### src/rtl/mpc_vec_pingpong_buf_if.sv
// rtl/mpc_vec_pingpong_buf_if.sv - producer/consumer ports of the ping-pong vector buffer
interface mpc_vec_pingpong_buf_if #(
    parameter int DW = 32,
    parameter int AW = 5
);
    logic [AW-1:0] wr_address0;
    logic          wr_ce0;
    logic          wr_we0;
    logic [DW-1:0] wr_d0;
    logic          wr_commit;
    logic          wr_ready;
    logic [AW-1:0] rd_address0;
    logic          rd_ce0;
    logic [DW-1:0] rd_q0;
    logic          rd_release;
    logic          rd_valid;
    logic [1:0]    fill;
    logic [1:0]    err;

    // Producer/consumer loops drive the memory ports and pulses.
    modport master (
        output wr_address0, wr_ce0, wr_we0, wr_d0, wr_commit,
        output rd_address0, rd_ce0, rd_release,
        input  wr_ready, rd_q0, rd_valid, fill, err
    );

    // The buffer itself.
    modport slave (
        input  wr_address0, wr_ce0, wr_we0, wr_d0, wr_commit,
        input  rd_address0, rd_ce0, rd_release,
        output wr_ready, rd_q0, rd_valid, fill, err
    );
endinterface

### src/rtl/mpc_vec_pingpong_buf.sv
// rtl/mpc_vec_pingpong_buf.sv - double-buffered vector memory with commit/release ownership
module mpc_vec_pingpong_buf #(
    parameter int DW    = 32,
    parameter int AW    = 5,
    parameter int DEPTH = 24
) (
    input  logic                    ap_clk,
    input  logic                    ap_rst_n,
    mpc_vec_pingpong_buf_if.slave   bus
);
    localparam logic [AW:0] DEPTH_W = (AW+1)'(DEPTH);

    // Bank storage carries no reset; ownership lives entirely in full/wp/rp.
    logic [DW-1:0] bank_mem [2][DEPTH];

    logic [1:0]    full_q, full_d;
    logic          wp_q, wp_d;
    logic          rp_q, rp_d;
    logic [DW-1:0] rd_q0_q, rd_q0_d;
    logic [1:0]    err_q, err_d;

    logic          wr_ready;
    logic          rd_valid;
    logic          wr_hit;
    logic          wr_in_range;
    logic          rd_in_range;
    logic          mem_we;

    // Next-state: ownership handoff, registered read port and sticky error flags.
    // Commit and release touch different FULL bits whenever both are legal,
    // so applying both from pre-edge state needs no special casing.
    always_comb begin
        wr_ready    = !full_q[wp_q];
        rd_valid    = full_q[rp_q];
        wr_hit      = bus.wr_ce0 & bus.wr_we0;
        wr_in_range = ({1'b0, bus.wr_address0} < DEPTH_W);
        rd_in_range = ({1'b0, bus.rd_address0} < DEPTH_W);
        mem_we      = wr_hit & wr_ready & wr_in_range;

        full_d  = full_q;
        wp_d    = wp_q;
        rp_d    = rp_q;
        rd_q0_d = rd_q0_q;
        err_d   = err_q;

        if (bus.wr_commit && wr_ready) begin
            full_d[wp_q] = 1'b1;
            wp_d         = ~wp_q;
        end
        if (bus.rd_release && rd_valid) begin
            full_d[rp_q] = 1'b0;
            rp_d         = ~rp_q;
        end

        // Read uses the pre-toggle rp and the pre-write memory (read-old-data).
        if (bus.rd_ce0) begin
            rd_q0_d = rd_in_range ? bank_mem[rp_q][bus.rd_address0] : '0;
        end

        if (!wr_ready && (wr_hit || bus.wr_commit)) begin
            err_d[0] = 1'b1;
        end
        if (!rd_valid && (bus.rd_ce0 || bus.rd_release)) begin
            err_d[1] = 1'b1;
        end
    end

    // Control state with asynchronous reset.
    always_ff @(posedge ap_clk or negedge ap_rst_n) begin
        if (!ap_rst_n) begin
            full_q  <= 2'b00;
            wp_q    <= 1'b0;
            rp_q    <= 1'b0;
            rd_q0_q <= '0;
            err_q   <= 2'b00;
        end else begin
            full_q  <= full_d;
            wp_q    <= wp_d;
            rp_q    <= rp_d;
            rd_q0_q <= rd_q0_d;
            err_q   <= err_d;
        end
    end

    // Producer write into the bank it currently owns (pre-toggle wp on a commit cycle).
    always_ff @(posedge ap_clk) begin
        if (mem_we) begin
            bank_mem[wp_q][bus.wr_address0] <= bus.wr_d0;
        end
    end

    assign bus.wr_ready = wr_ready;
    assign bus.rd_valid = rd_valid;
    assign bus.rd_q0    = rd_q0_q;
    assign bus.err      = err_q;
    assign bus.fill     = {1'b0, full_q[0]} + {1'b0, full_q[1]};

endmodule

### src/flat_wrapper.sv
// flat-port wrapper written by rule: the top's interface ports become plain ports
module mpc_vec_pingpong_buf_flat 
#(
    parameter int DW    = 32,
    parameter int AW    = 5,
    parameter int DEPTH = 24
)
  (ap_clk, ap_rst_n, bus_wr_address0, bus_wr_ce0, bus_wr_we0, bus_wr_d0, bus_wr_commit, bus_rd_address0, bus_rd_ce0, bus_rd_release, bus_wr_ready, bus_rd_q0, bus_rd_valid, bus_fill, bus_err);
  mpc_vec_pingpong_buf_if #(.DW(DW), .AW(AW)) bus_i ();
  input  logic ap_clk;
  input  logic ap_rst_n;
  input wire logic [$bits(bus_i.wr_address0)-1:0] bus_wr_address0;
  input wire logic [$bits(bus_i.wr_ce0)-1:0] bus_wr_ce0;
  input wire logic [$bits(bus_i.wr_we0)-1:0] bus_wr_we0;
  input wire logic [$bits(bus_i.wr_d0)-1:0] bus_wr_d0;
  input wire logic [$bits(bus_i.wr_commit)-1:0] bus_wr_commit;
  input wire logic [$bits(bus_i.rd_address0)-1:0] bus_rd_address0;
  input wire logic [$bits(bus_i.rd_ce0)-1:0] bus_rd_ce0;
  input wire logic [$bits(bus_i.rd_release)-1:0] bus_rd_release;
  output wire logic [$bits(bus_i.wr_ready)-1:0] bus_wr_ready;
  output wire logic [$bits(bus_i.rd_q0)-1:0] bus_rd_q0;
  output wire logic [$bits(bus_i.rd_valid)-1:0] bus_rd_valid;
  output wire logic [$bits(bus_i.fill)-1:0] bus_fill;
  output wire logic [$bits(bus_i.err)-1:0] bus_err;
  assign bus_i.wr_address0 = bus_wr_address0;
  assign bus_i.wr_ce0 = bus_wr_ce0;
  assign bus_i.wr_we0 = bus_wr_we0;
  assign bus_i.wr_d0 = bus_wr_d0;
  assign bus_i.wr_commit = bus_wr_commit;
  assign bus_i.rd_address0 = bus_rd_address0;
  assign bus_i.rd_ce0 = bus_rd_ce0;
  assign bus_i.rd_release = bus_rd_release;
  assign bus_wr_ready = bus_i.wr_ready;
  assign bus_rd_q0 = bus_i.rd_q0;
  assign bus_rd_valid = bus_i.rd_valid;
  assign bus_fill = bus_i.fill;
  assign bus_err = bus_i.err;
  mpc_vec_pingpong_buf #(.DW(DW), .AW(AW), .DEPTH(DEPTH)) u_core (.ap_clk(ap_clk), .ap_rst_n(ap_rst_n), .bus(bus_i));
endmodule
### config.mk
export PLATFORM = sky130hd
export DESIGN_NAME = mpc_vec_pingpong_buf_flat
export DESIGN_NICKNAME = d
export VERILOG_FILES = /design/src/rtl/mpc_vec_pingpong_buf_if.sv /design/src/rtl/mpc_vec_pingpong_buf.sv /design/src/flat_wrapper.sv
export SDC_FILE = /design/constraint.sdc
export NUM_CORES = 2
export LEC_CHECK = 0
export CAP_MARGIN = 20
export CORE_MARGIN = 3
export CORE_UTILIZATION = 30
export CTS_CLUSTER_DIAMETER = 80
export DETAILED_ROUTE_END_ITERATION = 8
export SLEW_MARGIN = 20
export SYNTH_ARGS = -nofsm -noshare
export SYNTH_HDL_FRONTEND = slang
export SYNTH_SLANG_ARGS = --single-unit
### constraint.sdc
create_clock -name ap_clk -period 4.9 [get_ports ap_clk]
set_input_delay 0.98 -clock ap_clk [delete_from_list [all_inputs] [get_ports ap_clk]]
set_output_delay 0.98 -clock ap_clk [all_outputs]
set_load 0.005 [all_outputs]
==> Word-level counts from Yosys, hierarchy flattened <==
Memory sizes are Yosys's and may differ from the RTL's.
Cells that the tools add are included.
{ "word_totals": {"reg_bits": 38, "ram_bits": 1536, "output_inout_bits": 38, "n_memories": 1} }
{ "memory_table": {"columns": ["name", "depth", "word_bits", "rd", "rd_clocked_by_memory_dff", "wr", "line", "text"], "rows": [
  ["u_core.bank_mem", 2, 768, 1, 0, 1, "mpc_vec_pingpong_buf.sv:14", "logic [DW-1:0] bank_mem [2][DEPTH];"]
]} }
{ "op_classes": {"n_addsub": 1, "n_lt_le_gt_ge": 9, "n_mux": 18, "n_bitwise": 10, "reduce_logical": 11} }
{ "op_table": {"columns": ["op", "count"], "rows": [
  ["$mux W768", 1],
  ["$bmux W32 S5", 1],
  ["$demux W32 S5", 1],
  ["$mux W32", 4],
  ["$ge A6 B6 Y1 const B", 2],
  ["$not A5 Y6", 2],
  ["$lt A5 B5 Y1 const B", 2],
  ["$logic_and A1 B1 Y1", 7],
  ["$mux W1", 7],
  ["$lt A6 B1 Y1 const B", 1],
  ["$lt A1 B2 Y1 const B", 2],
  ["$mux W2", 2],
  ["$and A1 B1 Y1", 3],
  ["$add A1 B1 Y2", 1],
  ["$and A2 B2 Y2", 1],
  ["$demux W1 S1", 2],
  ["$ge A1 B1 Y1 const B", 2],
  ["$logic_not A1 Y1", 2],
  ["$logic_or A1 B1 Y1", 2],
  ["$not A1 Y1", 2],
  ["$not A2 Y2", 1],
  ["$or A2 B2 Y2", 1]
]} }

==> Logic depth before layout (Yosys ltp) <==
{ "depth": {"ltp_word": 8, "depth_mapped": 10} }

==> Worst setup path before layout <==
Ideal clock, no wire load.
{ "synth_path": {"path_type": "in2reg", "startpoint": "input bus_wr_ce0", "endpoint": "memory u_core.bank_mem[0][0] (netlist bit) (enable)", "setup_ns": 0.421, "arrival_time_ns": 3.414, "slack_ns": 1.065, "stages": 4, "cell_sequence": "nand2_1 -> a2111oi_0 -> nand3_1 -> nor2_1"} }
{ "synth_via": {"elab_chain_cells": 5} }
{ "synth_rtl": {"columns": ["item", "line", "text"], "rows": [
  ["start, declared", "flat_wrapper.sv:13", "input wire logic [$bits(bus_i.wr_ce0)-1:0] bus_wr_ce0;"],
  ["$and A1 B1 Y1", "mpc_vec_pingpong_buf.sv:35", "wr_hit = bus.wr_ce0 & bus.wr_we0;"],
  ["$and A1 B1 Y1 (2 in series)", "mpc_vec_pingpong_buf.sv:38", "mem_we = wr_hit & wr_ready & wr_in_range;"],
  ["$mux W1", "mpc_vec_pingpong_buf.sv:87", "if (mem_we) begin"],
  ["$mux W768 (implied by the code)", "mpc_vec_pingpong_buf.sv:88", "bank_mem[wp_q][bus.wr_address0] <= bus.wr_d0;"],
  ["end, declared", "mpc_vec_pingpong_buf.sv:14", null]
]} }
Every way passes these cells.

==> Final worst setup path <==
{ "layout_path": {"startpoint": "register u_core.rp_q", "endpoint": "output bus_rd_valid"} }
{ "layout_via": {"elab_chain_cells": 2} }
{ "layout_rtl": {"columns": ["item", "line", "text"], "rows": [
  ["start, declared", "mpc_vec_pingpong_buf.sv:18", "logic rp_q, rp_d;"],
  ["start signal, assigned", "mpc_vec_pingpong_buf.sv:79", "rp_q <= rp_d;"],
  ["$mux W1 (implied by the code) (2 in series)", "mpc_vec_pingpong_buf.sv:34", "rd_valid = full_q[rp_q];"],
  ["end, declared", "flat_wrapper.sv:22", "output wire logic [$bits(bus_i.rd_valid)-1:0] bus_rd_valid;"]
]} }
Every way passes these cells. The select of a mux whose other input is x is not followed.

==> impl_metrics.json <==
{
  "run_status": "finished clean",
  "postRouteWirelength_um": 146000,
  "pin_count_of_the_biggest_net_entering_global_routing": 96,
  "clock_latency_ns": 0.77,
  "drt_first_pass_iters": 5,
  "timing.final.hold_violations": 0,
  "design.portCount": 87,
  "grt-ovfl-total": 0,
  "yosys_warnings": 0,
  "synth_cell_types": 34,
  "comb_power_share": 0.156,
  "synth_top_area_share": 0.758,
  "synth.largest_area_cell": "sky130_fd_sc_hd__edfxtp_1",
  "timing.slew.headroom": 0.295,
  "final.min_clock_period_ns": 3.67,
  "rrSetupSlack_ns": 1.54,
  "drv_cap": 0,
  "syn_area_um2": 60900,
  "cts-root-to-sink-buffers": 3,
  "leakagePower_nw": 23.1,
  "final_max_slew_viol_count": 0,
  "area.growth.synth_to_final_pct": 16.0,
  "initial_core_util": 0.303,
  "setup_repair_after_global_routing_missed_its_margin": "false",
  "worst_ep_required_time_ns": 3.92,
  "worst_r2r_path_depth": 5,
  "routed_wire_per_std_cell_um": 24.3,
  "post_synth_main_area_contributors": "sky130_fd_sc_hd__edfxtp_1 (76%), sky130_fd_sc_hd__mux4_2 (8.3%), sky130_fd_sc_hd__mux2i_1 (6.9%)",
  "setup_viol_count_final": 0,
  "place.detailed.instances": 5715,
  "crit-reg2reg-launch": "u_core.rp_q",
  "post_synth_arst_share": 0.0241,
  "mean_syn_cell_area_um2": 20.0,
  "ant_nets": 0,
  "ys.flop_type": "sky130_fd_sc_hd__edfxtp_1",
  "worst_pin_slew_ns": 1.06,
  "grtUsageTotal": 0.138,
  "pwr-share-clk": 0.368,
  "crit_path_end_kind": "primary output",
  "synth_nets": 3089,
  "setup.worst_path.start_class": "flip-flop",
  "p_switching_mw": 7.95,
  "worstPathArrival_ns": 2.69,
  "drc": 0,
  "floorplan.die.width_um": 456,
  "tritoncts_num_sinks": 1574,
  "core_region_area_um2": 201000,
  "clock_tree.root_cell": "sky130_fd_sc_hd__clkbuf_16",
  "vias": 29700,
  "fin_skew_ns": 0.0210,
  "swShare": 0.249,
  "yosysMostFrequentCell": "sky130_fd_sc_hd__edfxtp_1",
  "power_density_nw_per_um2": 452,
  "die_h_um": 456,
  "die_area_um2": 208000,
  "cts_hold_buffers": 0,
  "max_rail_drop_vdd_mv": 0.401,
  "timing.hold.worst.class": "primary input to async pin",
  "gpl.final_weighted_congestion": 0.828,
  "drt-vias-per-instance": 4.93,
  "antenna_violations_before_repair": 13,
  "post_synth_fa_ha_maj_area_fraction": 0.000206,
  "place.detailed.hpwl_um": 87500,
  "cts.htree.levels": 4,
  "netlist_top_cells_count": "sky130_fd_sc_hd__edfxtp_1 (1536), sky130_fd_sc_hd__mux2i_1 (417), sky130_fd_sc_hd__mux4_2 (224)",
  "rr_endpoint": "u_core.bus.rd_q0[27]",
  "fin_hold_ws_ns": 0.344,
  "critPathKind": "flip-flop to primary output",
  "post_cts_resize_count": 0,
  "grt_first_pass_wirelength_um": 213000,
  "cts.clk_slew.worst_paths_ns": 0.06,
  "yosys.area_share.simple": 0.0269,
  "tns_ns": 0,
  "final_layout_size_suffix_gt1_frac": 0.192,
  "rows": 164,
  "multiplexer_fraction_of_the_synthesized_cell_area": 0.152,
  "share_seq_of_total_power": 0.476,
  "peak_fanout_along_the_critical_path": 39,
  "main_combinational_cell_family_by_area_after_synthesis": "multiplexers",
  "postCtsSetupRepairBufs": 0,
  "final_cell_count_no_fill": 6019,
  "cts_tree": "yes",
  "clock_buffer_count_from_cts": 160,
  "layout.cell_area.non_filler_um2": 70600,
  "port_buffers": 86,
  "max_clock_freq_ghz": 0.272,
  "number_of_enable_type_register_cells_in_the_synthesized_netlist": 1536,
  "synthesis.instances": 3039,
  "period_share": 0.749,
  "via_count_of_the_first_global_routing_pass": 29600,
  "area_fraction_in_compound_gates_after_synthesis": 0.0338,
  "postPlaceCellArea_um2": 65500,
  "nNetsFinal": 3273,
  "drt-initial-drc-count": 2755,
  "number_of_storage_elements_in_the_synthesis_netlist": 1574,
  "final_total_power_mw": 31.9,
  "synth-seq-area-share": 0.773,
  "p_int_mw": 24.0,
  "yosys.area_share.xor_xnor": 0
}
==> area by class of cell <==
class	instances	area [um2]
Clock inverter	96	810
Inverter	2	7.51
Tap cell	2656	3320
Multi-Input combinational cell	1288	13400
Sequential cell	1574	47100
Antenna cell	7	17.5
Fill cell	18600	130000
Clock buffer	199	4250
Timing Repair Buffer	197	1750
==> worst max path at each step <==
stage                start                       to  slack [ns]
4_1_cts        u_core.rp_q             bus_rd_valid        1.10
2_1_floorplan   bus_wr_ce0    u_core.bank_mem[0][0]        1.07
3_3_place_gp    bus_wr_we0  u_core.bank_mem[0][688]        0.75
5_1_grt        u_core.rp_q             bus_rd_valid        1.08
3_5_place_dp    bus_wr_ce0  u_core.bank_mem[0][688]        0.75
6_report       u_core.rp_q             bus_rd_valid        1.23
==> per-layer routing <==
metal,part of all wire,GRT usage,routed length [um]
met1,0.43,0.191,62600
met2,0.49,0.226,71800
met3,0.056,0.0196,8250
met4,0.025,0.0420,3650
met5,0.00018,0,27
==> sequential cells by signal, summed over array words and instances, names as in the netlist <==
name and count:
u_core.wp_q 1, u_core.bus.err 2, u_core.rp_q 1, u_core.full_q 2, u_core.bank_mem 1536, u_core.bus.rd_q0 32
==> critical path, cell delays in order, from the launching register on <==
cell and delay, ns:
sky130_fd_sc_hd__dfrtp_4 1.03, sky130_fd_sc_hd__mux2_2 0.43, sky130_fd_sc_hd__clkdlybuf4s50_1 0.45
==> layout by cell type (no fill, tap or decap), drive strengths merged, types with 32 or more instances in the layout <==
| cell type | count |
|---|---|
| a21oi | 77 |
| a22oi | 119 |
| buf | 135 |
| clkbuf | 199 |
| clkdlybuf4s50 | 62 |
| clkinv | 71 |
| dfrtp | 38 |
| edfxtp | 1536 |
| mux2i | 417 |
| mux4 | 224 |
| nand2 | 138 |
| nand2b | 35 |
| nand3 | 75 |
| nand4 | 32 |
| nor2 | 55 |
| o211a | 32 |
==> cells by family after synthesis <==
| kind of cell | after synthesis |
|---|---|
| AOI/OAI and AO/OA | 292 |
| DFF | 1574 |
| buffers and inverters | 177 |
| muxes | 642 |
| and+or+nand+nor | 353 |
| adders and majority gates | 1 |
==> power by group through the flow <==
stage	clock network (mW)	logic, mW	registers [mW]
6_report	11.8	4.99	15.2
3_5_place_dp	0	5.06	15.5
3_3_place_gp	0	5.03	15.5
2_1_floorplan	0	3.56	15.3
5_1_grt	12.5	5.33	15.2
4_1_cts	12.0	5.07	15.2
==> through the flow <==
stage           util  setup WS (ns)
3_5_place_dp   0.326          0.751
6_report       0.352           1.23
3_3_place_gp   0.326          0.750
5_1_grt        0.352           1.08
2_1_floorplan      -           1.07
4_1_cts        0.352           1.10
(Power assumes the default switching activity.)
